===== src/rtl/z80_bus_target.sv =====
// Z80 bus target: turns CPU memory/I/O strobes into a held request/ack
// handshake towards a backing store, stretching the CPU with WAIT until done.
module z80_bus_target #(
   parameter logic [7:0]  IO_PAGE    = 8'h10,
   parameter int unsigned EXTRA_WAIT = 0,
   parameter logic [7:0]  INTA_VEC   = 8'hFF
) (
   input  logic        clk,
   input  logic        reset_n,
   input  logic [15:0] cpu_a,
   input  logic [7:0]  cpu_do,
   input  logic        cpu_mreq_n,
   input  logic        cpu_iorq_n,
   input  logic        cpu_rd_n,
   input  logic        cpu_wr_n,
   input  logic        cpu_m1_n,
   input  logic        cpu_rfsh_n,
   output logic [7:0]  cpu_di,
   output logic        cpu_wait_n,
   output logic        mem_req,
   output logic        mem_we,
   output logic [15:0] mem_addr,
   output logic [7:0]  mem_wdata,
   input  logic [7:0]  mem_rdata,
   input  logic        mem_ack
);

   typedef enum logic [1:0] {
      S_IDLE,
      S_REQ,
      S_XWAIT,
      S_DONE
   } state_t;

   localparam bit         HAS_XWAIT = (EXTRA_WAIT != 0);
   localparam logic [3:0] XW_LAST   = HAS_XWAIT ? 4'(EXTRA_WAIT - 1) : 4'd0;

   state_t      state_q;
   logic        mem_req_q;
   logic        mem_we_q;
   logic [15:0] mem_addr_q;
   logic [7:0]  mem_wdata_q;
   logic [7:0]  cpu_di_q;
   logic [3:0]  cnt_q;
   logic        rel_q;

   logic        is_memrd;
   logic        is_memwr;
   logic        is_iord;
   logic        is_iowr;
   logic        is_inta;
   logic        is_mem;
   logic        acc_act;
   logic        released;
   logic        rel_d;
   logic        we_d;
   logic [15:0] addr_d;

   always_comb begin
      is_memrd = !cpu_mreq_n && !cpu_rd_n && cpu_rfsh_n;
      is_memwr = !cpu_mreq_n && !cpu_wr_n;
      is_iord  = !cpu_iorq_n && !cpu_rd_n && cpu_m1_n;
      is_iowr  = !cpu_iorq_n && !cpu_wr_n;
      is_inta  = !cpu_iorq_n && !cpu_m1_n;
      is_mem   = is_memrd || is_memwr;
      // Refresh never matches a read/write type, so it is naturally excluded here.
      acc_act  = (is_mem || is_iord || is_iowr) && !is_inta;
      released = (cpu_rd_n && cpu_wr_n) || (cpu_mreq_n && cpu_iorq_n);
      rel_d    = rel_q || released;
      we_d     = is_mem ? is_memwr : is_iowr;
      addr_d   = is_mem ? cpu_a : {IO_PAGE, cpu_a[7:0]};
   end

   always_comb begin
      cpu_wait_n = !(acc_act && (state_q != S_DONE));
   end

   always_ff @(posedge clk) begin
      if (!reset_n) begin
         state_q     <= S_IDLE;
         mem_req_q   <= 1'b0;
         mem_we_q    <= 1'b0;
         mem_addr_q  <= '0;
         mem_wdata_q <= '0;
         cpu_di_q    <= '1;
         cnt_q       <= '0;
         rel_q       <= 1'b0;
      end else begin
         case (state_q)
            S_IDLE: begin
               if (is_inta) begin
                  cpu_di_q <= INTA_VEC;
                  state_q  <= S_DONE;
               end else if (acc_act) begin
                  mem_req_q   <= 1'b1;
                  mem_we_q    <= we_d;
                  mem_addr_q  <= addr_d;
                  mem_wdata_q <= cpu_do;
                  rel_q       <= 1'b0;
                  state_q     <= S_REQ;
               end
            end
            S_REQ: begin
               // A strobe release here is remembered so completion skips DONE.
               rel_q <= rel_d;
               if (mem_ack) begin
                  mem_req_q <= 1'b0;
                  cnt_q     <= '0;
                  if (!mem_we_q) begin
                     cpu_di_q <= mem_rdata;
                  end
                  if (HAS_XWAIT) begin
                     state_q <= S_XWAIT;
                  end else begin
                     state_q <= rel_d ? S_IDLE : S_DONE;
                  end
               end
            end
            S_XWAIT: begin
               rel_q <= rel_d;
               if (cnt_q == XW_LAST) begin
                  state_q <= rel_d ? S_IDLE : S_DONE;
               end else begin
                  cnt_q <= cnt_q + 4'd1;
               end
            end
            S_DONE: begin
               if (released) begin
                  state_q <= S_IDLE;
               end
            end
            default: state_q <= S_IDLE;
         endcase
      end
   end

   assign mem_req   = mem_req_q;
   assign mem_we    = mem_we_q;
   assign mem_addr  = mem_addr_q;
   assign mem_wdata = mem_wdata_q;
   assign cpu_di    = cpu_di_q;

endmodule


===== config.mk =====
export PLATFORM = sky130hd
export DESIGN_NAME = z80_bus_target
export DESIGN_NICKNAME = d
export VERILOG_FILES = /design/src/rtl/z80_bus_target.sv
export SDC_FILE = /design/constraint.sdc
export NUM_CORES = 1
export LEC_CHECK = 0
export BUFFER_PORTS_ARGS = -buffer_cell sky130_fd_sc_hd__buf_2
export CAP_MARGIN = 20
export CORE_MARGIN = 3
export CORE_UTILIZATION = 30
export CTS_BUF_LIST = sky130_fd_sc_hd__clkbuf_16
export CTS_CLUSTER_DIAMETER = 120
export DETAILED_ROUTE_END_ITERATION = 7
export PLACE_DENSITY = 0.5
export SYNTH_ARGS = -nofsm -noshare
export SYNTH_HDL_FRONTEND = slang
export SYNTH_SLANG_ARGS = --single-unit
export TNS_END_PERCENT = 20

===== constraint.sdc =====
create_clock -name clk -period 2 [get_ports clk]
set_input_delay 0.6 -clock clk [delete_from_list [all_inputs] [get_ports clk]]
set_output_delay 0.6 -clock clk [all_outputs]
set_load 0.005 [all_outputs]

==> flow_metrics.tcl, run 1 <==
set metrics [dict create \
    run_status "finished clean" \
    ys_top_cells_by_area "dfxtp_1 43%, mux2i_1 10%, nand2_1 7.7%" \
    hold_buffers 0 \
    crit_top_cell "buf_2" \
    synth_top_area_cell "dfxtp_1" \
    row_count 28 \
    clock_latency_ps 280 \
    ys_seq_area_frac 0.430 \
    internal_power_mw 2.00 \
    endpoint_kind "output pin" \
    relSlewSlack 0.727 \
    overflow 0 \
    n_antenna_cell 0 \
    path_cells "buf_2, nor2_1, a21oi_2, nand3_1, buf_2" \
    antenna_left 0 \
    rsz0062_at_grt "no" \
    routed_via_density 4.76 \
    p_leak_nw 1.19 \
    r2r_start "state_q[1]$_SDFFE_PN0P_" \
    maxCapViolCount 0 \
    grt_pass1_wl_um 7740 \
    path_class "in2out" \
    ir_drop_uv 429 \
    nets 332 \
    power_frac_clock 0.309 \
    hold_path_depth 2 \
    final-hold-violation-count 0 \
    rr_worst_depth 6 \
    ff2ff_setup_slack_ps 230 \
    cp_max_fo 8 \
    slowest_delay_ps 190 \
    p_sw_frac 0.316 \
    cts_tree "yes" \
    cts_inserted_buffers 5 \
    p_comb_frac 0.349 \
    yosys_warnings 0 \
    first_global_vias 1717 \
    worst_pin_slew_ps 408 \
    dp.cells 353 \
    synth_common_cells "41 x dfxtp_1, 39 x nand2_1, 19 x mux2i_1" \
    drive_gt1_frac 0.343 \
    maxSlewViolCount 0 \
    routabilityCongestion 0.777 \
    cts_root_buf "clkbuf_16" \
    synth_top_area_frac 0.430 \
    postCtsSetupBuffers 0 \
    synth.most_common_cell "dfxtp_1" \
    seqPwrFrac 0.342 \
    clk_pin_slew_ps 60 \
    final_cell_count_no_fill 361 \
    netlist_instances 206 \
    num_io_pins 76 \
    cts.sinks 41 \
    worstReg2RegEnd "cpu_di[3]$_SDFFE_PN1P_" \
    hold_ws_ps 451 \
    worstHoldPathType "reg2reg" \
    ys_dominant_reg_cell "dfxtp_1" \
    powerDensity_mw_per_mm2 1140 \
    ctsResizeCount 0 \
    start_util 0.316 \
    fmax_mhz 540 \
    min_period_ps 1850 \
    worstHoldStart "mem_addr[12]$_SDFFE_PN0P_" \
    grt_antenna_before_repair 0 \
    clock_skew_ps 3.27 \
    cp_top_family "buffers and inverters" \
    die_area_mm2 0.00735 \
    io_buffers 75 \
    start_kind "input pin" \
    slowest_stage "a21oi_2" \
    firstDrtPassIters 4 \
    fin_tns_setup_ps 0 \
    synthArstFlopShare 0 \
    vias 1717 \
    die_y_um 85.7 \
    min_to "mem_addr[12]$_SDFFE_PN0P_" \
    syn_area_mm2 0.00191 \
    cts-htree-levels 2 \
    nFillCells 629 \
    die_x_um 85.7 \
    dpl.hpwl_um 3460 \
    drc 0 \
    synth_seq_cells 41 \
    power.net_switching_mw 0.925 \
    area_growth_pct 34.4 \
    gr-usage-all-layers 0.131 \
    crit_required_ps 1400 \
    syn_nets 253 \
    detail_route.wl_per_cell_um 12.7 \
    cts_buffer_depth 2 \
    drtIter0Drc 55 \
    syn_area_per_cell_um2 9.26 \
    setup_viol_count_final 0 \
    finalCritPeriodShare 0.926 \
    synth_edf_count 0 \
    drt_wl_total_um 4570 \
    worstPathBufferInverterCount 2 \
    fp.coreArea_mm2 0.00603 \
    grt_max_degree 36 \
    cp.arrival_ps 1250 \
    synth_cell_types 38 \
]
==> worst max path at each step <==
stage | from | end | slack (ps) | cells past startpoint
after global placement | cpu_iorq_n | cpu_wait_n | 100 | 5
after global routing | state_q[1]$_SDFFE_PN0P_ | cpu_di[0]$_SDFFE_PN1P_ | 9 | 6
after floorplan | cpu_iorq_n | cpu_wait_n | 360 | 3
final | cpu_iorq_n | cpu_wait_n | 150 | 5
after detailed placement | cpu_iorq_n | cpu_wait_n | 90 | 5
after CTS | cpu_iorq_n | cpu_wait_n | 90 | 5
==> metal layers <==
metal / GRT usage / vias to the layer above / share of wire
met1: 0.157 / 786 / 0.44
met2: 0.215 / 50 / 0.46
met3: 0.0509 / 6 / 0.093
met4: 0.0432 / 0 / 0.012
li1: - / 875 / -
met5: 0 / - / 0
==> placed cells by master, fill, tap and decap left out, drive strengths merged, types with 2 or more instances in the layout <==
cell type and count:
or2b 2, nor4 2, dfxtp 41, mux2 2
ha 6, o21ai 14, nand2b 4, and4b 2
nor4b 8, a21oi 9, inv 11, buf 82
nor3b 2, mux2i 19, nor2 14, clkbuf 5
a32o 7, nand2 39, xnor2 2
==> area by class of cell <==
class | instances | area, µm² | area share
clock buffers | 5 | 125 | 0.0488
multi-input cells | 145 | 991 | 0.387
inverters | 10 | 37.5 | 0.0146
repair buffers | 82 | 453 | 0.177
well taps | 75 | 93.8 | 0.0366
clock inverters | 3 | 42.5 | 0.0166
flip-flops and latches | 41 | 821 | 0.320
==> registers in the layout, indices dropped and copies added (netlist names) <==
name and count:
state_q 2, rel_q 1, mem_req 1, mem_wdata 8, cpu_di 8, mem_addr 16
mem_we 1, cnt_q 4
==> power by group through the flow <==
| stage | Clock [mW] | Sequential (mW) | Combinational [mW] |
|---|---|---|---|
| global placement | 0 | 1.01 | 1.03 |
| finish | 0.904 | 1.00 | 1.02 |
| CTS | 0.933 | 1.00 | 1.03 |
| floorplan | 0 | 1.02 | 0.706 |
| global route | 0.967 | 1.01 | 1.14 |
| detailed placement | 0 | 1.02 | 1.03 |
==> cell families (layout without fill, tap and decap cells) <==
group                      count (synthesis)  in the layout  share of synthesized area
muxes                                     21             21                      0.112
and+or+nand+nor                           76             76                      0.201
DFF                                       41             41                      0.430
AOI/OAI and AO/OA                         40             40                      0.157
xor gates and xnor gates                   2              2                    0.00919
adders and majority gates                  6              6                     0.0394
buffers and inverters                     20            100                     0.0518
==> metrics by stage <==
step,power [mW],setup slack (ps),instance area (µm²),util
global route,3.12,8.75,2560,0.425
floorplan,1.72,362,1910,-
detailed placement,2.04,89.8,2390,0.397
global placement,2.05,100,2390,0.397
finish,2.92,149,2560,0.425
CTS,2.97,87.4,2560,0.425
==> worst register-to-register path, cell delays in order, from the launching register on <==
cell and delay [ps]:
dfxtp_1 340, inv_1 90, ha_1 330, nand3b_1 350, a21oi_4 350, nor2_1 60, o21ai_0 170
No activity file was read; power rests on OpenSTA's default activity.
==> inputs of run 2 (changes only) <==
--- a/config.mk
+++ b/config.mk
@@ -7,12 +7,14 @@
 export LEC_CHECK = 0
 export BUFFER_PORTS_ARGS = -buffer_cell sky130_fd_sc_hd__buf_2
 export CAP_MARGIN = 20
-export CORE_MARGIN = 3
-export CORE_UTILIZATION = 30
+export CELL_PAD_IN_SITES_DETAIL_PLACEMENT = 1
+export CELL_PAD_IN_SITES_GLOBAL_PLACEMENT = 2
+export CORE_MARGIN = 4
+export CORE_UTILIZATION = 27
 export CTS_BUF_LIST = sky130_fd_sc_hd__clkbuf_16
 export CTS_CLUSTER_DIAMETER = 120
 export DETAILED_ROUTE_END_ITERATION = 7
-export PLACE_DENSITY = 0.5
+export PLACE_DENSITY = 0.74
 export SYNTH_ARGS = -nofsm -noshare
 export SYNTH_HDL_FRONTEND = slang
 export SYNTH_SLANG_ARGS = --single-unit
==> run 2 against run 1 <==
Net effect:
- setup slack lost 46 ps
- final area grew 1.5%
- critical path depth is the same
- final cell count grew 6.9%
- critical endpoint unchanged
- largest power group unchanged
==> flow_metrics.tcl, run 2 (synthesized netlist as in run 1, its figures left out) <==
set metrics [dict create \
    row_count 30 \
    first_global_vias 1871 \
    die_y_um 92.0 \
    crit_required_ps 1400 \
    cts.sinks 41 \
    min_period_ps 1900 \
    grt_antenna_before_repair 0 \
    area_growth_pct 36.5 \
    n_antenna_cell 0 \
    grt_pass1_wl_um 8850 \
    cts_tree "yes" \
    ctsResizeCount 0 \
    io_buffers 75 \
    final_cell_area_mm2 0.00260 \
    place_area_mm2 0.00244 \
    cts_inserted_buffers 5 \
    drive_gt1_frac 0.348 \
    total_power_mw 2.95 \
    gr-usage-all-layers 0.128 \
    clock_skew_ps 4.69 \
    grt_max_degree 36 \
    overflow 0 \
    powerDensity_mw_per_mm2 1130 \
    maxCapViolCount 0 \
    postCtsSetupBuffers 0 \
    drt_wl_total_um 5180 \
    setup_viol_count_final 0 \
    seqCellArea_um2 821 \
    path_class "in2out" \
    use_met1 0.162 \
    fp.coreArea_mm2 0.00683 \
    rsz0062_at_grt "no" \
    run_status "finished clean" \
    seqPwrFrac 0.340 \
    die_area_mm2 0.00847 \
    final-hold-violation-count 0 \
    nFillCells 846 \
    fin_tns_setup_ps 0 \
    clk_pin_slew_ps 60 \
    start_util 0.279 \
    vias 1727 \
    power_frac_clock 0.309 \
    num_io_pins 76 \
    routabilityCongestion 0.716 \
    firstDrtPassIters 4 \
    die_x_um 92.0 \
    internal_power_mw 2.00 \
    mostFrequentLayoutCells "75 x buf_2, 41 x dfxtp_1, 39 x nand2_1, 19 x mux2i_1, 13 x nor2_1" \
    worst_pin_slew_ps 527 \
    fmax_mhz 527 \
    cts_buffer_depth 2 \
    layout_commonest_cell "buf_2" \
    relSlewSlack 0.647 \
    start_kind "input pin" \
    worstHoldPathType "reg2reg" \
    p_sw_frac 0.320 \
    maxSlewViolCount 0 \
    cp.arrival_ps 1300 \
    largest_reg_flops 16 \
    cts_root_buf "clkbuf_16" \
    finalCritPeriodShare 0.948 \
    p_comb_frac 0.352 \
    power.net_switching_mw 0.942 \
    grt-busiest-layer "met2" \
    hold_buffers 0 \
    met2_usage 0.198 \
    nets 336 \
    routed_via_density 4.47 \
    drtIter0Drc 67 \
    endpoint_kind "output pin" \
    cp_max_fo 8 \
    detail_route.wl_per_cell_um 13.4 \
    use_met3 0.0599 \
    cts-htree-levels 2 \
    dpl.hpwl_um 3920 \
    multi_input_area_um2 987 \
    drc 0 \
    antenna_left 0 \
    ir_drop_uv 337 \
    clock_latency_ps 280 \
    p_leak_nw 1.20 \
]
[run 2: metal layers]
metal  routed length [µm]  vias up
li1                     -      883
met1                 2430      784
met2                 2260       58
met3                  480        2
met4                   14        0
met5                    0        -
[run 2: worst paths after layout]
check                                 start                        end  slack, ps  cells after the start
setup / recovery                 cpu_iorq_n                 cpu_wait_n        100                      5
hold / removal    mem_addr[12]$_SDFFE_PN0P_  mem_addr[12]$_SDFFE_PN0P_        460                      2
setup reg to reg    state_q[1]$_SDFFE_PN0P_     cpu_di[5]$_SDFFE_PN1P_        190                      7
hold reg to reg   mem_addr[12]$_SDFFE_PN0P_  mem_addr[12]$_SDFFE_PN0P_        460                      2
[run 2: power by group through the flow]
stage / clock (mW) / sequential [mW] / combinational [mW]
floorplan: 0 / 1.02 / 0.706
global placement: 0 / 1.02 / 1.04
detailed placement: 0 / 1.02 / 1.05
CTS: 0.939 / 1.00 / 1.06
global route: 0.975 / 1.02 / 1.15
finish: 0.909 / 1.00 / 1.04
[run 2: stage by stage]
step | cells | utilization | setup WS, ps | hold slack, ps
floorplan | 206 | - | 362 | 441
global placement | 378 | 0.357 | 105 | 442
detailed placement | 378 | 0.357 | 56.9 | 450
CTS | 386 | 0.381 | 75.5 | 465
global route | 386 | 0.381 | 27.1 | 479
finish | 386 | 0.381 | 103 | 455
[run 2: layout make-up]
cell class | instances | share of cell area
sequential | 41 | 0.315
inverter | 10 | 0.0144
clock buffer | 5 | 0.0481
clock inverter | 3 | 0.0159
tap | 96 | 0.0462
multi-input combinational | 145 | 0.379
timing repair buffer | 86 | 0.181
[run 2: critical path, stage by stage]
cell     delay [ps]
buf_2           140
nor2b_1         130
o21ai_1         180
nand3_1         100
buf_2           140
